File: src/rtl/decode_stage.sv
// RV32I instruction decode stage: register file with writeback port and
// same-cycle bypass, instruction decode into the execute control word, a
// one-entry ID/EX register with valid/ready flow control, load-use bubble
// insertion and flush.
module decode_stage #(
    parameter int XLEN = 32,
    parameter int PCW  = 12
) (
    input  logic            clk,
    input  logic            reset,
    input  logic            if_valid,
    output logic            if_ready,
    input  logic [31:0]     if_instr,
    input  logic [PCW-1:0]  if_pc,
    input  logic            wb_en,
    input  logic [4:0]      wb_rd,
    input  logic [XLEN-1:0] wb_data,
    input  logic            flush,
    input  logic            ex_ready,
    output logic            ex_valid,
    output logic [PCW-1:0]  ex_pc,
    output logic [4:0]      ex_rd,
    output logic [2:0]      ex_funct3,
    output logic [4:0]      ex_aluop,
    output logic            ex_sign,
    output logic [XLEN-1:0] ex_data1,
    output logic [XLEN-1:0] ex_op2,
    output logic [XLEN-1:0] ex_rs1val,
    output logic [XLEN-1:0] ex_rs2val,
    output logic [XLEN-1:0] ex_imm,
    output logic            ex_regwrite,
    output logic            ex_memread,
    output logic            ex_memwrite,
    output logic            ex_branch,
    output logic            ex_jal,
    output logic            ex_jalr,
    output logic            ex_illegal
);

    localparam logic [6:0] OP_R      = 7'b0110011;
    localparam logic [6:0] OP_IMM    = 7'b0010011;
    localparam logic [6:0] OP_LOAD   = 7'b0000011;
    localparam logic [6:0] OP_STORE  = 7'b0100011;
    localparam logic [6:0] OP_BRANCH = 7'b1100011;
    localparam logic [6:0] OP_LUI    = 7'b0110111;
    localparam logic [6:0] OP_AUIPC  = 7'b0010111;
    localparam logic [6:0] OP_JAL    = 7'b1101111;
    localparam logic [6:0] OP_JALR   = 7'b1100111;

    typedef struct packed {
        logic [PCW-1:0]  pc;
        logic [4:0]      rd;
        logic [2:0]      funct3;
        logic [4:0]      aluop;
        logic            sign;
        logic [XLEN-1:0] data1;
        logic [XLEN-1:0] op2;
        logic [XLEN-1:0] rs1val;
        logic [XLEN-1:0] rs2val;
        logic [XLEN-1:0] imm;
        logic            regwrite;
        logic            memread;
        logic            memwrite;
        logic            branch;
        logic            jal;
        logic            jalr;
        logic            illegal;
    } idex_t;

    // Maps funct3 plus the alternate bit (instr[30]) to {sign, aluop}.
    // Immediate adds have no subtract form, so alt is ignored for funct3 000.
    function automatic logic [5:0] alu_map(input logic [2:0] f3, input logic alt,
                                           input logic is_imm);
        logic [4:0] op;
        logic       sgn;
        sgn = 1'b1;
        case (f3)
            3'b000:  op = (alt && !is_imm) ? 5'd1 : 5'd0;
            3'b001:  op = 5'd2;
            3'b010:  op = 5'd8;
            3'b011:  begin op = 5'd8; sgn = 1'b0; end
            3'b100:  op = 5'd3;
            3'b101:  op = alt ? 5'd5 : 5'd4;
            3'b110:  op = 5'd6;
            default: op = 5'd7;
        endcase
        return {sgn, op};
    endfunction

    logic [XLEN-1:0] rf_q [1:31];
    idex_t           idex_q, idex_d, dec;
    logic            valid_q, valid_d;

    logic [6:0]      opc;
    logic [4:0]      rs1, rs2;
    logic [XLEN-1:0] rs1_val, rs2_val;
    logic [XLEN-1:0] imm_i, imm_s, imm_b, imm_u, imm_j, pc_ext;
    logic [5:0]      amap;
    logic            uses_rs1, uses_rs2, stall, accept;

    assign opc    = if_instr[6:0];
    assign rs1    = if_instr[19:15];
    assign rs2    = if_instr[24:20];
    assign imm_i  = {{20{if_instr[31]}}, if_instr[31:20]};
    assign imm_s  = {{20{if_instr[31]}}, if_instr[31:25], if_instr[11:7]};
    assign imm_b  = {{19{if_instr[31]}}, if_instr[31], if_instr[7], if_instr[30:25],
                     if_instr[11:8], 1'b0};
    assign imm_u  = {if_instr[31:12], 12'b0};
    assign imm_j  = {{11{if_instr[31]}}, if_instr[31], if_instr[19:12], if_instr[20],
                     if_instr[30:21], 1'b0};
    assign pc_ext = {{(XLEN-PCW){1'b0}}, if_pc};
    assign amap   = alu_map(if_instr[14:12], if_instr[30], opc == OP_IMM);

    // Register file write port; reset wins over a simultaneous writeback.
    always_ff @(posedge clk) begin
        if (reset) begin
            for (int i = 1; i < 32; i++) rf_q[i] <= '0;
        end else if (wb_en && wb_rd != 5'd0) begin
            rf_q[wb_rd] <= wb_data;
        end
    end

    // Combinational register reads with x0 forced to zero and writeback bypass.
    always_comb begin
        rs1_val = '0;
        rs2_val = '0;
        if (rs1 != 5'd0) rs1_val = (wb_en && wb_rd == rs1) ? wb_data : rf_q[rs1];
        if (rs2 != 5'd0) rs2_val = (wb_en && wb_rd == rs2) ? wb_data : rf_q[rs2];
    end

    // Instruction decode into the execute control word.
    always_comb begin
        dec          = '0;
        dec.pc       = if_pc;
        dec.rd       = if_instr[11:7];
        dec.funct3   = if_instr[14:12];
        dec.sign     = 1'b1;
        dec.data1    = rs1_val;
        dec.op2      = rs2_val;
        dec.rs1val   = rs1_val;
        dec.rs2val   = rs2_val;
        case (opc)
            OP_R: begin
                dec.aluop    = amap[4:0];
                dec.sign     = amap[5];
                dec.regwrite = 1'b1;
            end
            OP_IMM: begin
                dec.aluop    = amap[4:0];
                dec.sign     = amap[5];
                dec.imm      = imm_i;
                // Shift immediates carry funct7 in imm[11:5]; op2 gets only the shamt.
                dec.op2      = (if_instr[13:12] == 2'b01) ? {27'b0, if_instr[24:20]} : imm_i;
                dec.regwrite = 1'b1;
            end
            OP_LOAD: begin
                dec.imm      = imm_i;
                dec.op2      = imm_i;
                dec.memread  = 1'b1;
                dec.regwrite = 1'b1;
            end
            OP_STORE: begin
                dec.imm      = imm_s;
                dec.op2      = imm_s;
                dec.memwrite = 1'b1;
            end
            OP_BRANCH: begin
                dec.aluop    = 5'd1;
                dec.sign     = !if_instr[13];
                dec.imm      = imm_b;
                dec.branch   = 1'b1;
            end
            OP_LUI: begin
                dec.aluop    = 5'd9;
                dec.imm      = imm_u;
                dec.op2      = imm_u;
                dec.regwrite = 1'b1;
            end
            OP_AUIPC: begin
                dec.data1    = pc_ext;
                dec.imm      = imm_u;
                dec.op2      = imm_u;
                dec.regwrite = 1'b1;
            end
            OP_JAL, OP_JALR: begin
                dec.data1    = pc_ext;
                dec.op2      = 32'd4;
                dec.imm      = (opc == OP_JAL) ? imm_j : imm_i;
                dec.jal      = (opc == OP_JAL);
                dec.jalr     = (opc == OP_JALR);
                dec.regwrite = 1'b1;
            end
            default: dec.illegal = 1'b1;
        endcase
    end

    // Load-use hazard detection and ID/EX next-state selection.
    always_comb begin
        uses_rs1 = !(opc == OP_LUI || opc == OP_AUIPC || opc == OP_JAL);
        uses_rs2 = (opc == OP_R || opc == OP_STORE || opc == OP_BRANCH);
        stall    = valid_q && idex_q.memread && idex_q.rd != 5'd0 &&
                   ((uses_rs1 && rs1 == idex_q.rd) || (uses_rs2 && rs2 == idex_q.rd));
        if_ready = flush || ((!valid_q || ex_ready) && !stall);
        accept   = if_valid && if_ready && !flush;
        valid_d  = valid_q;
        idex_d   = idex_q;
        if (flush) begin
            valid_d = 1'b0;
        end else if (accept) begin
            valid_d = 1'b1;
            idex_d  = dec;
        end else if (ex_ready) begin
            valid_d = 1'b0;
        end
    end

    // ID/EX pipeline register; contents hold while execute applies backpressure.
    always_ff @(posedge clk) begin
        if (reset) begin
            valid_q <= 1'b0;
            idex_q  <= '0;
        end else begin
            valid_q <= valid_d;
            idex_q  <= idex_d;
        end
    end

    assign ex_valid    = valid_q;
    assign ex_pc       = idex_q.pc;
    assign ex_rd       = idex_q.rd;
    assign ex_funct3   = idex_q.funct3;
    assign ex_aluop    = idex_q.aluop;
    assign ex_sign     = idex_q.sign;
    assign ex_data1    = idex_q.data1;
    assign ex_op2      = idex_q.op2;
    assign ex_rs1val   = idex_q.rs1val;
    assign ex_rs2val   = idex_q.rs2val;
    assign ex_imm      = idex_q.imm;
    assign ex_regwrite = idex_q.regwrite;
    assign ex_memread  = idex_q.memread;
    assign ex_memwrite = idex_q.memwrite;
    assign ex_branch   = idex_q.branch;
    assign ex_jal      = idex_q.jal;
    assign ex_jalr     = idex_q.jalr;
    assign ex_illegal  = idex_q.illegal;

endmodule
File: config.mk
export PLATFORM = sky130hd
export DESIGN_NAME = decode_stage
export DESIGN_NICKNAME = d
export VERILOG_FILES = /design/src/rtl/decode_stage.sv
export SDC_FILE = /design/constraint.sdc
export NUM_CORES = 2
export LEC_CHECK = 0
export ABC_AREA = 1
export BUFFER_PORTS_ARGS = -buffer_cell sky130_fd_sc_hd__buf_2
export CAP_MARGIN = 40
export CELL_PAD_IN_SITES_DETAIL_PLACEMENT = 1
export CELL_PAD_IN_SITES_GLOBAL_PLACEMENT = 1
export CORE_MARGIN = 10
export CORE_UTILIZATION = 42
export DETAILED_ROUTE_END_ITERATION = 8
export PLACE_DENSITY = 0.86
export SYNTH_ARGS = -nofsm -noshare
export SYNTH_HDL_FRONTEND = slang
export SYNTH_SLANG_ARGS = --single-unit
File: constraint.sdc
create_clock -name clk -period 2.2 [get_ports clk]
set_input_delay 0.11 -clock clk [delete_from_list [all_inputs] [get_ports clk]]
set_output_delay 0.11 -clock clk [all_outputs]
set_load 0.02 [all_outputs]
-- Yosys cells after proc, flatten, opt, wreduce, memory -nomap -nowiden
Memories as Yosys holds them, arrays and structs flattened.
Index checks and enable logic that the tools add are counted.
- register bits after elaboration: 194
- bits in latches: 0
- bits in read-only memories: 0
- memory bits (writable): 992
- memories kept: 1
- input bits: 87
- logic and storage cells: 113
- memory list (memory ; words ; bits a word ; rd ports ; clocked after Yosys merged registers in ; wr ports ; line ; text):
    rf_q ; 31 ; 32 ; 2 ; 0 ; 31 ; 90 ; logic [XLEN-1:0] rf_q [1:31];
- multiply operators: 0
- mux-type cells: 31
- shift operators: 0
- eq/ne operators: 20
- $lt $le $gt $ge: 0
- reduce and logical (&&, ||, !) cells: 42
- divide/modulo/power cells: 0
- bitwise logic cells: 1
- add/subtract/negate cells: 0
- operators by type and width (operator ; count):
    32-bit one-hot mux with 5 select lines ; 2
    32-bit two-way mux ; 7
    32-bit OR reduction ; 1
    4-bit one-hot mux with 6 select lines ; 1
    7-bit by 6-bit == test with 1-bit output (second input constant) ; 3
    7-bit == test (second input constant) ; 3
    5-bit == test ; 4
    20-bit two-way mux ; 1
    5-bit nonzero test ; 4
    1-bit two-way mux ; 16
    5-bit one-hot mux with 3 select lines ; 1
    7-bit by 5-bit == test with 1-bit output (second input constant) ; 2
    1-bit logical AND ; 12
    2-bit OR reduction ; 6
    3-bit == test (second input constant) ; 3
    9-bit OR reduction ; 1
    7-bit by 2-bit == test with 1-bit output (second input constant) ; 1
    1-bit logical OR ; 7
    7-bit OR reduction ; 1
    3-bit by 2-bit == test with 1-bit output (second input constant) ; 2
    1-bit logical NOT ; 6
    5-bit two-way mux ; 1
    3-bit by 1-bit == test with 1-bit output (second input constant) ; 1
    3-bit logical NOT ; 1
    other kinds (7) ; 7

-- Longest topological paths before layout
- word-level depth: 13
- depth in mapped cells: 16
- mapped depth without buffers: 13

-- Worst setup path after synthesis
No wires, ideal clock.
- path type: input port to flip-flop
- start point: input wb_rd[4]
- end point: memory rf_q[29][0] (enable)
- setup slack: -0.165 ns
- arrival: 1.887 ns
- data required time: 1.722 ns
- stages: 8
- library setup time: 0.478 ns
- cell sequence: buf_2 nor3_1 nand2_1 nand2_1 nor3_2 nand2_1 clkbuf_1 nand2_1
- RTL lines (element ; line ; text):
    start, declared ; 16 ; input logic [4:0] wb_rd,
    end, declared ; 90 ;

-- Worst setup path after layout
- start point: register idex_q (netlist bit ex_rd[2])
- end point: register idex_q (netlist bit ex_data1[24])
- longest elaborated chain between the ends: 10
- elaborated cells on any way between the ends: 14
- classes of those cells: 2 x eq/ne; 12 x reduce/logical
- ends and longest elaborated chain (element ; line ; text):
    start, declared ; 91 ; idex_t idex_q, idex_d, dec;
    start signal, assigned ; 224 ; idex_q <= idex_d;
    5-bit == test ; 202 ; ((uses_rs1 && rs1 == idex_q.rd) || (uses_rs2 && rs2 == idex_q.rd));
    1-bit logical AND ; 202 ;
    1-bit logical OR ; 202 ;
    1-bit logical AND (*) ; 201 ; stall = valid_q && idex_q.memread && idex_q.rd != 5'd0 &&
    1-bit logical NOT (*) ; 203 ; if_ready = flush || ((!valid_q || ex_ready) && !stall);
    1-bit logical AND (*) ; 203 ;
    1-bit logical OR (*) ; 203 ;
    1-bit logical AND (*) (2 in a row) ; 204 ; accept = if_valid && if_ready && !flush;
    2-bit AND reduction (no line) (*) ; - ;
Mark *: on every way between the ends. The rest lies on a longest branch, timed or not.
A chain may end at the register's enable or synchronous reset.

==> qor.txt <==
Status: finished with violations
Violated checks: negative setup slack
Netlist Area Pre-Place: 0.0663 mm²
Yosys warns: 0
Setup violations, final: 104
Fin nets: 9123
Slew HR: 19.8%
Maximum vdd drop: 0.576 mV
Hold path cells: 2
Most frequent cells in the layout: 1812 x nand2_1, 1439 x nor2_1, 1024 x edfxtp_1, 950 x nand3_1, 738 x inv_1
# port buffers: 280
Comb pwr share: 17.5%
Clock Latency Late Sink: 0.85 ns
Layout cell share with drive strength beyond 1: 16.2%
First-pass GRT wire length: 478000 µm
Net Sw Frac: 30.8%
Fin crit share: 119%
Vias per cell: 6.39
Cell-internal power: 0.0423 W
R2r setup slk: -0.42 ns
Detail Route Antenna Nets: 0
Setup crit start kind: register
CTS buffer count: 138
Most used cell, CP: buf_12
Number of global-route vias before repair: 73200
Psw: 0.0188 W
Horiz. Die Dim: 417 µm
DIE HEIGHT: 417 µm
Critical path class: reg2reg
Syn avg cell area: 7.85 µm²
Pwr/cell area: 748 mW/mm²
Drt wl/cell: 30.6 µm
Post-layout minimum cycle time: 2.62 ns
Worst-Margin Slew: 1.20 ns
Root Driver: clkbuf_16
Endpoints failing hold: 0
WP data arrival: 3.30 ns
Hold WC Path Type: in2reg
Flops & latches, synth: 1217
Post-synthesis async set-or-reset flop share: 0%
Drt total wl: 343000 µm
Max-cap violations: 0
Total GRT Usage: 36.5%
Die area: 0.174 mm²
Sequential area share after synthesis: 52.2%
Most common cell after layout, fill and taps aside: nand2_1
Post-route cell area: 0.0817 mm²
Number of I/O pins: 282
Sequential Power Share: 44.3%
Clock sinks: 1217
Leakage: 35.5 nW
Largest net degree at the start of global routing: 85
Worst-path maximum fanout: 6
DR vias: 71700
Post-Route Skew: 0.0528 ns
Clock power frac: 38.2%
Min setup slack post-route: -0.416 ns
Grt ovf: 0
Worst path slowest cell: a21oi_1
CP delay by family, top: buffers and inverters
DP HPWL: 225000 µm
Post-synth EDFFs: 1024
Placer congestion estimate: 1.02
Reg-to-reg startpoint: ex_rd[2]$_SDFFE_PP0P_
Initial DRT Pass Iterations: 8
H-tree levels: 4
Worst Reg2Reg Path Length in Cells: 14
Crit-path cells: buf_12, clkinv_8, nand4_1, o211ai_1, inv_1, nand2_4, buf_4, nand3_4, buf_12, nor2_4, buf_12, clkbuf_16, nand3_1, a21oi_1
Iter 0 DRT Violations: 11300
Worst Hold End: rf_q[0][0]$_DFFE_PP_
Max Transition Viols Final: 0
CTS tree: built
Cell variety after synth: 42
Initial core utilization: 42.4%
Setup_tns: -6.54 ns
Core area: 0.157 mm²
Worst path required time: 2.89 ns
# DRC: 0
Fmax: 0.382 GHz
Hold Startpoint: wb_data[0]
Final core occ: 52.2%
Crit path buf inv count: 7
Crit. End Element: register
Top_reg_cell synth: edfxtp_1
Std cell rows: 145
Area grow syn2layout: 23.1%
Crit-path max cell delay: 0.44 ns
Cell area after placement: 0.0755 mm²
Clock Tree Buf Depth: 3
Antenna violations before repair: 20
RSZ-0062 raised after global routing: true
CTS clk-pin slew, worst paths: 0.07 ns
Cells after Synth: 8453
End of the worst register-to-register path: ex_data1[24]$_SDFFE_PP0P_
-- synth_stat cells, types with 2 or more instances --
master | n | area share, %
nor3_2 | 3 | 0.045
o31ai_1 | 8 | 0.091
o21a_1 | 7 | 0.079
clkbuf_1 | 326 | 1.8
buf_1 | 67 | 0.38
xnor2_1 | 5 | 0.066
nand4_1 | 19 | 0.18
o211ai_1 | 248 | 2.8
or2_0 | 2 | 0.019
nor2_2 | 5 | 0.047
buf_2 | 262 | 2.0
o21ai_1 | 38 | 0.29
or2_2 | 36 | 0.34
inv_2 | 15 | 0.085
nand2_1 | 1878 | 11
a21oi_1 | 580 | 4.4
clkbuf_2 | 3 | 0.023
nor2_1 | 1447 | 8.2
buf_4 | 32 | 0.36
xor2_1 | 2 | 0.026
edfxtp_1 | 1024 | 46
dfxtp_1 | 193 | 5.8
o22ai_1 | 8 | 0.075
buf_6 | 23 | 0.39
a211oi_1 | 2 | 0.023
inv_1 | 741 | 4.2
nand3_2 | 2 | 0.030
nor3_1 | 19 | 0.14
nand3_1 | 971 | 7.3
o21ai_0 | 470 | 3.5
o2111ai_1 | 6 | 0.079
-- worst max path at each step --
stage | from | to | slack (ns) | cells past startpoint
2_1_floorplan | wb_rd[4] | rf_q[13][0]$_SDFFCE_PN0P_ | -0.16 | 8
3_3_place_gp | wb_en | rf_q[27][0]$_SDFFCE_PN0P_ | -0.66 | 9
3_5_place_dp | if_instr[20] | ex_op2[31]$_SDFFE_PP0P_ | -0.38 | 15
4_1_cts | ex_rd[2]$_SDFFE_PP0P_ | if_ready | -0.24 | 12
5_1_grt | ex_rd[2]$_SDFFE_PP0P_ | ex_data1[24]$_SDFFE_PP0P_ | -0.50 | 14
6_report | ex_rd[2]$_SDFFE_PP0P_ | ex_data1[24]$_SDFFE_PP0P_ | -0.42 | 14
-- kinds of logic after synthesis --
family	Yosys count	synth area share, %
flops	1217	52.2
buf+inv	1471	9.27
compound gates	1372	11.4
simple gates	4385	27.0
xor+xnor	7	0.0924
other cells	1	0.00565
-- timing repair --
item	CTS	global route
pin swaps	7	35
gates cloned	0	14
gates resized for setup	19	210
endpoints found under the hold margin	420	0
setup buffers	2	14
hold buffers	76	0
endpoints found under the setup margin	5	171
-- routing by layer --
layer | GRT usage, % | vias to the layer above | routed length (µm)
met4 | 32.6 | 12 | 39100
met5 | 0 | - | 106
li1 | - | 29000 | -
met3 | 10.7 | 2033 | 45800
met2 | 56.2 | 6010 | 148000
met1 | 41.1 | 34600 | 111000
-- state kept, by name, indices dropped and copies added (netlist names), 3 cells and up --
name and cells:
ex_funct3 3, rf_q 1024, ex_imm 32, ex_aluop 4
ex_rd 5, ex_op2 32, ex_rs1val 32, ex_data1 32
ex_rs2val 32, ex_pc 12
-- stage by stage --
step	instances	setup slack [ns]	hold slack [ns]	total power [W]
6_report	11200	-0.416	0.0382	0.0610
4_1_cts	11200	-0.240	0.0123	0.0598
3_3_place_gp	10800	-0.658	0.302	0.0364
2_1_floorplan	8485	-0.165	0.183	0.0319
3_5_place_dp	10900	-0.385	0.307	0.0369
5_1_grt	11200	-0.498	0.0397	0.0622
-- cell type report --
class,count,area (µm²)
repair buffers,1122,10800
flip-flops and latches,1217,34600
inverters,758,2910
diodes,9,22.5
repair inverters,2,27.5
clock buffers,176,3730
well taps,2058,2570
multi-input cells,5797,26300
fillers,18500,74900
clock inverters,75,643
-- power groups by stage --
stage          combinational (W)  clock, W  sequential [W]
2_1_floorplan            0.00457         0          0.0273
3_3_place_gp             0.00911         0          0.0273
3_5_place_dp             0.00952         0          0.0274
4_1_cts                  0.00977    0.0231          0.0269
5_1_grt                   0.0110    0.0241          0.0271
6_report                  0.0107    0.0233          0.0270
(Power assumes the default switching activity.)
